==> config.mk <==
export PLATFORM = sky130hd
export DESIGN_NAME = scramble_tx_ctrl
export DESIGN_NICKNAME = d
export VERILOG_FILES = /design/src/rtl/scramble_tx_ctrl.sv
export SDC_FILE = /design/constraint.sdc
export NUM_CORES = 1
export LEC_CHECK = 0
export CORE_UTILIZATION = 45
export CTS_BUF_LIST = sky130_fd_sc_hd__clkbuf_4 sky130_fd_sc_hd__clkbuf_8
export CTS_CLUSTER_DIAMETER = 80
export CTS_CLUSTER_SIZE = 40
export DETAILED_ROUTE_END_ITERATION = 6
export PLACE_DENSITY_LB_ADDON = 0.25
export SLEW_MARGIN = 10
export SYNTH_ARGS = -nofsm -noshare
export SYNTH_HDL_FRONTEND = slang
export SYNTH_SLANG_ARGS = --single-unit
==> constraint.sdc <==
create_clock -name clk -period 2.3 [get_ports clk]
set_input_delay 0.46 -clock clk [delete_from_list [all_inputs] [get_ports clk]]
set_output_delay 0.46 -clock clk [all_outputs]
set_load 0.005 [all_outputs]
==> src/rtl/scramble_tx_ctrl.sv <==
// PRBS7-scrambled byte serialiser: byte handshake in LOAD, 8 LSB-first bits 1 cycle later, plus an even-parity bit when PARITY_BIT_EN is defined.
// Source backpressure is byte_valid low in LOAD (LFSR holds); abort returns to IDLE on the next edge with no frame_done.
module scramble_tx_ctrl (
   input  logic       clk,
   input  logic       reset_n,
   input  logic       start,
   input  logic       abort,
   input  logic [3:0] frame_len,
   input  logic [6:0] seed,
   input  logic       byte_valid,
   input  logic [7:0] byte_data,
   output logic       byte_ready,
   output logic       bit_out,
   output logic       bit_valid,
   output logic       busy,
   output logic       frame_done
);

   typedef enum logic [2:0] {IDLE, LOAD, SHIFT, PARITY, DONE} state_t;

   state_t     state_q, state_d;
   logic [6:0] lfsr_q, lfsr_d;
   logic [3:0] byte_cnt_q, byte_cnt_d;
   logic [2:0] bit_cnt_q, bit_cnt_d;
   logic [7:0] byte_q, byte_d;
   logic       par_q, par_d;
   logic       bit_out_q, bit_out_d;
   logic       bit_valid_q, bit_valid_d;
   logic       frame_done_q, frame_done_d;

   always_comb begin
      state_d      = state_q;
      lfsr_d       = lfsr_q;
      byte_cnt_d   = byte_cnt_q;
      bit_cnt_d    = bit_cnt_q;
      byte_d       = byte_q;
      par_d        = par_q;
      bit_out_d    = 1'b0;
      bit_valid_d  = 1'b0;
      frame_done_d = 1'b0;
      case (state_q)
         IDLE: begin
            if (start && (frame_len != 4'd0)) begin
               state_d    = LOAD;
               byte_cnt_d = frame_len;
               lfsr_d     = (seed == 7'd0) ? 7'h7F : seed;
            end
         end
         LOAD: begin
            if (byte_valid) begin
               byte_d    = byte_data;
               bit_cnt_d = 3'd0;
               par_d     = 1'b0;
               state_d   = SHIFT;
            end
         end
         SHIFT: begin
            bit_out_d   = byte_q[bit_cnt_q] ^ lfsr_q[6];
            bit_valid_d = 1'b1;
            par_d       = par_q ^ bit_out_d;
            lfsr_d      = {lfsr_q[5:0], lfsr_q[6] ^ lfsr_q[5]};
            bit_cnt_d   = bit_cnt_q + 3'd1;
            if (bit_cnt_q == 3'd7) begin
               if (byte_cnt_q != 4'd0)
                  byte_cnt_d = byte_cnt_q - 4'd1;
`ifdef PARITY_BIT_EN
               state_d = PARITY;
`else
               state_d = (byte_cnt_q > 4'd1) ? LOAD : DONE;
`endif
            end
         end
`ifdef PARITY_BIT_EN
         // byte counter was already decremented on SHIFT exit
         PARITY: begin
            bit_out_d   = par_q;
            bit_valid_d = 1'b1;
            state_d     = (byte_cnt_q != 4'd0) ? LOAD : DONE;
         end
`endif
         DONE: begin
            frame_done_d = 1'b1;
            state_d      = IDLE;
         end
         default: state_d = IDLE;
      endcase
      if (abort && (state_q != IDLE)) begin
         state_d      = IDLE;
         byte_cnt_d   = 4'd0;
         bit_out_d    = 1'b0;
         bit_valid_d  = 1'b0;
         frame_done_d = 1'b0;
      end
   end

   always_ff @(posedge clk or negedge reset_n) begin
      if (!reset_n) begin
         state_q      <= IDLE;
         lfsr_q       <= 7'h7F;
         byte_cnt_q   <= 4'd0;
         bit_cnt_q    <= 3'd0;
         byte_q       <= 8'd0;
         par_q        <= 1'b0;
         bit_out_q    <= 1'b0;
         bit_valid_q  <= 1'b0;
         frame_done_q <= 1'b0;
      end else begin
         state_q      <= state_d;
         lfsr_q       <= lfsr_d;
         byte_cnt_q   <= byte_cnt_d;
         bit_cnt_q    <= bit_cnt_d;
         byte_q       <= byte_d;
         par_q        <= par_d;
         bit_out_q    <= bit_out_d;
         bit_valid_q  <= bit_valid_d;
         frame_done_q <= frame_done_d;
      end
   end

   assign byte_ready = (state_q == LOAD) && !abort;
   assign busy       = (state_q != IDLE);
   assign bit_out    = bit_out_q;
   assign bit_valid  = bit_valid_q;
   assign frame_done = frame_done_q;

endmodule

==> impl_metrics.ini, run 1 <==
[run_status]
outcome = completed

[sta]
setup-violations-final = 0
max_slew_margin = 0.621
drv_slew = 0
period_share = 0.966
hold_viol = 0
worstMarginPinSlew_ps = 567
finalCriticalPeriod_ps = 2220
tns_ps = 0
rsz0062_at_grt = no
timing.hold.ws_ps = 463
fmax_ghz = 0.450
skew_ps = 8.34

[synthesis]
ys.flop_type = dfrtp_1
synth_area_per_cell_um2 = 10.9
ys_seq_area_frac = 0.470
synth.distinct_cells = 43
syn_inst = 139
synth-edff-count = 0
ys_ff_latch = 28
synthArstFlopShare = 1.00
synth_area_um2 = 1510
yosys_warnings = 0
synth_nets = 167

[route]
drt-wirelength-per-cell_um = 14.7
vias = 1223
drt.antenna.violating_nets = 0
routed_via_density = 5.58
initialDrtViolationCount = 32
dr.pass1.iters = 4
drcViolationCount = 0
wirelength_um = 3220

[power]
total_power_uw = 2320
p_per_area_nw_per_um2 = 1190
peakVddDrop_uv = 545
power.leakage_uw = 0.000806

[worst_setup_path]
crit_type = reg2out
ff2ff_setup_slack_ps = 460
required_ps = 1840
arrival_ps = 1760
startpoint_type = register
endpoint_kind = output port
path_max_fanout = 9

[grt]
antenna_found_initial = 0
grt_pass1_wl_um = 5540
grt_pass1_vias = 1220
grt_max_degree = 29
track_usage = 0.208
grt.overflow.total = 0

[finish]
final_cell_mix = clkdlybuf4s50_1 (28), dfrtp_1 (21), nand2_1 (13)
final_common_cell = clkdlybuf4s50_1
final_cells = 219
nNetsFinal = 204
drive_above_1_share = 0.234
final_area_um2 = 1940
areaGrowthSynthToFinish_pct = 28.9
diodes = 0

[place]
dpl.cell_count = 215
placed_cell_area_um2 = 1890
io_buffers = 28
globalplace.congestion = 0.794
post-dp-hpwl_um = 2350

[hold_path]
min_path_type = in2async

[die]
start_util = 0.482
dieHeight_um = 59.9
num_rows = 20
io_pins = 29
die_area_um2 = 3590
die_w_um = 59.9
core_region_area_um2 = 3130

[clocking]
root_buffer = clkbuf_4
clkTransAtPathRegs_ps = 160
cts.path.max_buffers = 2
clk_latency_ps = 340
hold_buffers = 0
cts_max_level = 1
cts_tree = done
clock-sinks = 28
postCtsSetupRepairBufs = 0
cts_buffers = 3

[flow_run]
drv_cap = 0
through the flow:
stage | worst slack [ps] | utilization
5_1_grt | 4.08 | 0.622
6_report | 78.7 | 0.622
3_3_place_gp | 3.60 | 0.603
4_1_cts | 70.8 | 0.622
3_5_place_dp | 14.2 | 0.603
2_1_floorplan | 675 | -
power by group:
group / leakage (uW) / switching, uW / internal, uW / total (uW)
Clock: 0.0000279 / 152 / 176 / 329
Combinational: 0.000440 / 506 / 549 / 1060
Sequential: 0.000338 / 186 / 751 / 936
Total: 0.000806 / 844 / 1480 / 2320
path summary, 6_finish.rpt:
check	start	end	cells past startpoint
worst min register to register	lfsr_q[1]	lfsr_q[1]	2
worst max-delay path	state_q[1]	byte_ready	2
min in group clk	lfsr_q[1]	lfsr_q[1]	2
worst min-delay path	reset_n	byte_cnt_q[2]	2
worst max register to register	bit_cnt_q[0]	byte_cnt_q[1]	6
max in group asynchronous	reset_n	lfsr_q[0]	2
metal layers:
metal	vias to the layer above	track usage	part of all wire
met5	-	0	0
met4	0	0.0764	0.021
met3	9	0.0281	0.044
met2	36	0.368	0.51
met1	594	0.256	0.43
li1	584	-	-
flip-flops by register name, indices dropped and copies added, names as in the netlist:
signal,flops
byte_q,8
lfsr_q,7
byte_cnt_q,4
bit_cnt_q,3
state_q,3
bit_out,1
bit_valid,1
frame_done,1
kinds of logic after synthesis:
logic type,Yosys count,synth area share
compound gates,27,0.143
xor+xnor,2,0.0116
fa+ha+maj,4,0.0332
buf+inv,11,0.0298
flops,28,0.470
mux,12,0.103
simple gates,55,0.209
synth_stat cells, types with 2 or more instances:
master,count,share of area
o31ai_2,5,0.041
mux2i_1,2,0.013
o21ai_1,3,0.0099
nor4_1,3,0.012
nor2_1,11,0.027
inv_1,7,0.017
a21oi_1,2,0.0066
ha_1,4,0.033
nand2b_1,2,0.0083
o22ai_1,2,0.0083
buf_2,3,0.0099
dfstp_2,7,0.12
nor2b_1,3,0.012
nor3_1,10,0.033
nor4b_1,2,0.012
o21ai_0,4,0.013
a32oi_1,2,0.012
mux4_2,2,0.030
mux2_2,8,0.060
dfrtp_1,21,0.35
xor2_1,2,0.012
nand2_1,13,0.032
cell type report:
| type | instances | area, um^2 |
|---|---|---|
| Multi-Input combinational cell | 100 | 761 |
| Clock buffer | 3 | 22.5 |
| Clock inverter | 1 | 30.0 |
| Timing Repair Buffer | 36 | 340 |
| Sequential cell | 28 | 709 |
| Tap cell | 44 | 55.1 |
| Inverter | 7 | 26.3 |
| Fill cell | 268 | 1180 |
critical path, cell delays in order (launching register included):
cell	delay (ps)
dfrtp_1	510
nor4b_2	360
clkdlybuf4s50_1	550
repair_timing:
item,in CTS,in global routing
setup endpoints to repair,1,1
gates resized for setup,1,0
pin swaps,0,1
(Power assumes the default switching activity.)
==> run 2: changes to the inputs <==
--- a/config.mk
+++ b/config.mk
@@ -5,12 +5,14 @@
 export SDC_FILE = /design/constraint.sdc
 export NUM_CORES = 1
 export LEC_CHECK = 0
+export CORE_MARGIN = 2
 export CORE_UTILIZATION = 45
 export CTS_BUF_LIST = sky130_fd_sc_hd__clkbuf_4 sky130_fd_sc_hd__clkbuf_8
 export CTS_CLUSTER_DIAMETER = 80
 export CTS_CLUSTER_SIZE = 40
 export DETAILED_ROUTE_END_ITERATION = 6
 export PLACE_DENSITY_LB_ADDON = 0.25
+export SKIP_CTS_REPAIR_TIMING = 1
 export SLEW_MARGIN = 10
 export SYNTH_ARGS = -nofsm -noshare
 export SYNTH_HDL_FRONTEND = slang
==> run 2 against run 1 <==
Non-clock buffer count stayed put. Clock power shrank 33%. Die area increased by 6.8%. Register-to-register slack worse by 60 ps. Power shrank 3.5%. Sequential share of layout area is 0.14 points higher. Count of clock-buffer cells in the layout rose by 1. Fmax increased by 0.71%. Global-route usage shrank 2.1 points. Routed wire length up 3.7%. Flip-flop and latch count unchanged. Critical path type unchanged. Largest power group unchanged.
==> impl_metrics.ini, run 2 (synthesis results as in run 1) <==
[sta]
drv_slew = 0
hold_viol = 0
worstMarginPinSlew_ps = 449
rsz0062_at_grt = no
period_share = 0.959
max_slew_margin = 0.699
finalCriticalPeriod_ps = 2210
fmax_ghz = 0.453
finalWorstSetupSlack_ps = 94.4
skew_ps = 8.51
setup-violations-final = 0

[finish]
final_common_cell = clkdlybuf4s50_1
top_register = byte_q
nNetsFinal = 204
reg_top3 = byte_q (8), lfsr_q (7), byte_cnt_q (4)
drive_above_1_share = 0.240
largest_reg_flops = 8
final_cells = 221
areaGrowthSynthToFinish_pct = 28.6
final_cell_mix = clkdlybuf4s50_1 (27), dfrtp_1 (20), nand2_1 (13)
diodes = 0
final_area_um2 = 1940

[place]
preCtsSetupSlack_ps = -50.0
globalplace.congestion = 0.861
dpl.cell_count = 216
post-dp-hpwl_um = 2540
io_buffers = 28
placed_cell_area_um2 = 1890

[grt]
grt_pass1_wl_um = 5330
grt_max_degree = 29
antenna_found_initial = 0
grt_pass1_vias = 1248
track_usage = 0.187
grt.overflow.total = 0

[worst_setup_path]
crit_type = reg2out
worst_path_max_delay_cell = dfrtp_1
required_ps = 1840
arrival_ps = 1750
path_buf_inv = 2
startpoint_type = register
max_stage_delay_ps = 500
endpoint_kind = output port
path_max_fanout = 8
cpLargestDelayFamily = buffers and inverters
path_cells = nor3_1 -> inv_1 -> clkdlybuf4s50_1

[route]
wirelength_um = 3330
drcViolationCount = 0
initialDrtViolationCount = 63
drt-wirelength-per-cell_um = 15.1
routed_via_density = 5.46
drt.antenna.violating_nets = 0
dr.pass1.iters = 4
vias = 1207

[die]
io_pins = 29
dieHeight_um = 61.9
die_area_um2 = 3830
core_region_area_um2 = 3280
num_rows = 21
die_w_um = 61.9
start_util = 0.459

[clocking]
cts_max_level = 1
clock-sinks = 28
root_buffer = clkbuf_4
cts_buffers = 3
clkTransAtPathRegs_ps = 150
cts_tree = done
clk_latency_ps = 320
cts.path.max_buffers = 2

[power]
p_per_area_nw_per_um2 = 1150
peakVddDrop_uv = 785
power.leakage_uw = 0.000817
total_power_uw = 2240

[flow_run]
drv_cap = 0

[run_status]
outcome = completed

[hold_path]
min_path_type = in2async
-- run 2: cell count changes in the layout (fill, tap and decap cells not counted), sizes merged --
cell           previous run  this run
bufinv                    1         0
clkbuf                    3         4
clkdlybuf4s50            28        27
dlymetal6s2s              0         1
-- run 2: layer usage --
| metal | up-vias | track usage | share of wire |
|---|---|---|---|
| met3 | 9 | 0.0290 | 0.043 |
| met2 | 35 | 0.350 | 0.52 |
| met4 | 0 | 0.0547 | 0.017 |
| met5 | - | 0 | 0 |
| met1 | 576 | 0.218 | 0.42 |
| li1 | 587 | - | - |
-- run 2: through the flow --
step	TNS [ps]	hold slack [ps]	util
after detailed placement	-50.0	479	0.576
after floorplan	0	164	-
after global routing	0	518	0.591
final	0	492	0.591
after CTS	-69.2	492	0.586
after global placement	-65.9	471	0.576
-- run 2: final timing paths --
path                              start       endpoint  slack (ps)  depth (start not counted)
setup / recovery             state_q[2]           busy          90                          3
hold / removal                  reset_n     frame_done         490                          2
setup reg to reg           bit_cnt_q[0]  byte_cnt_q[1]         400                          6
hold reg to reg               lfsr_q[1]      lfsr_q[1]         500                          2
max in group asynchronous       reset_n      lfsr_q[6]        1480                          2
min in group clk              lfsr_q[1]      lfsr_q[1]         500                          2
-- run 2: layout make-up --
class / count / area [um^2]
Fill cell: 291 / 1340
Multi-Input combinational cell: 100 / 761
Sequential cell: 28 / 711
Timing Repair Buffer: 36 / 355
Tap cell: 46 / 57.6
Clock buffer: 4 / 30.0
Inverter: 7 / 26.3
-- run 2: where the power goes --
| group | switching [uW] | internal [uW] | total (uW) | leakage, uW |
|---|---|---|---|---|
| clock network | 140 | 79.5 | 219 | 0.0000184 |
| logic | 517 | 569 | 1090 | 0.000461 |
| registers | 180 | 753 | 933 | 0.000337 |
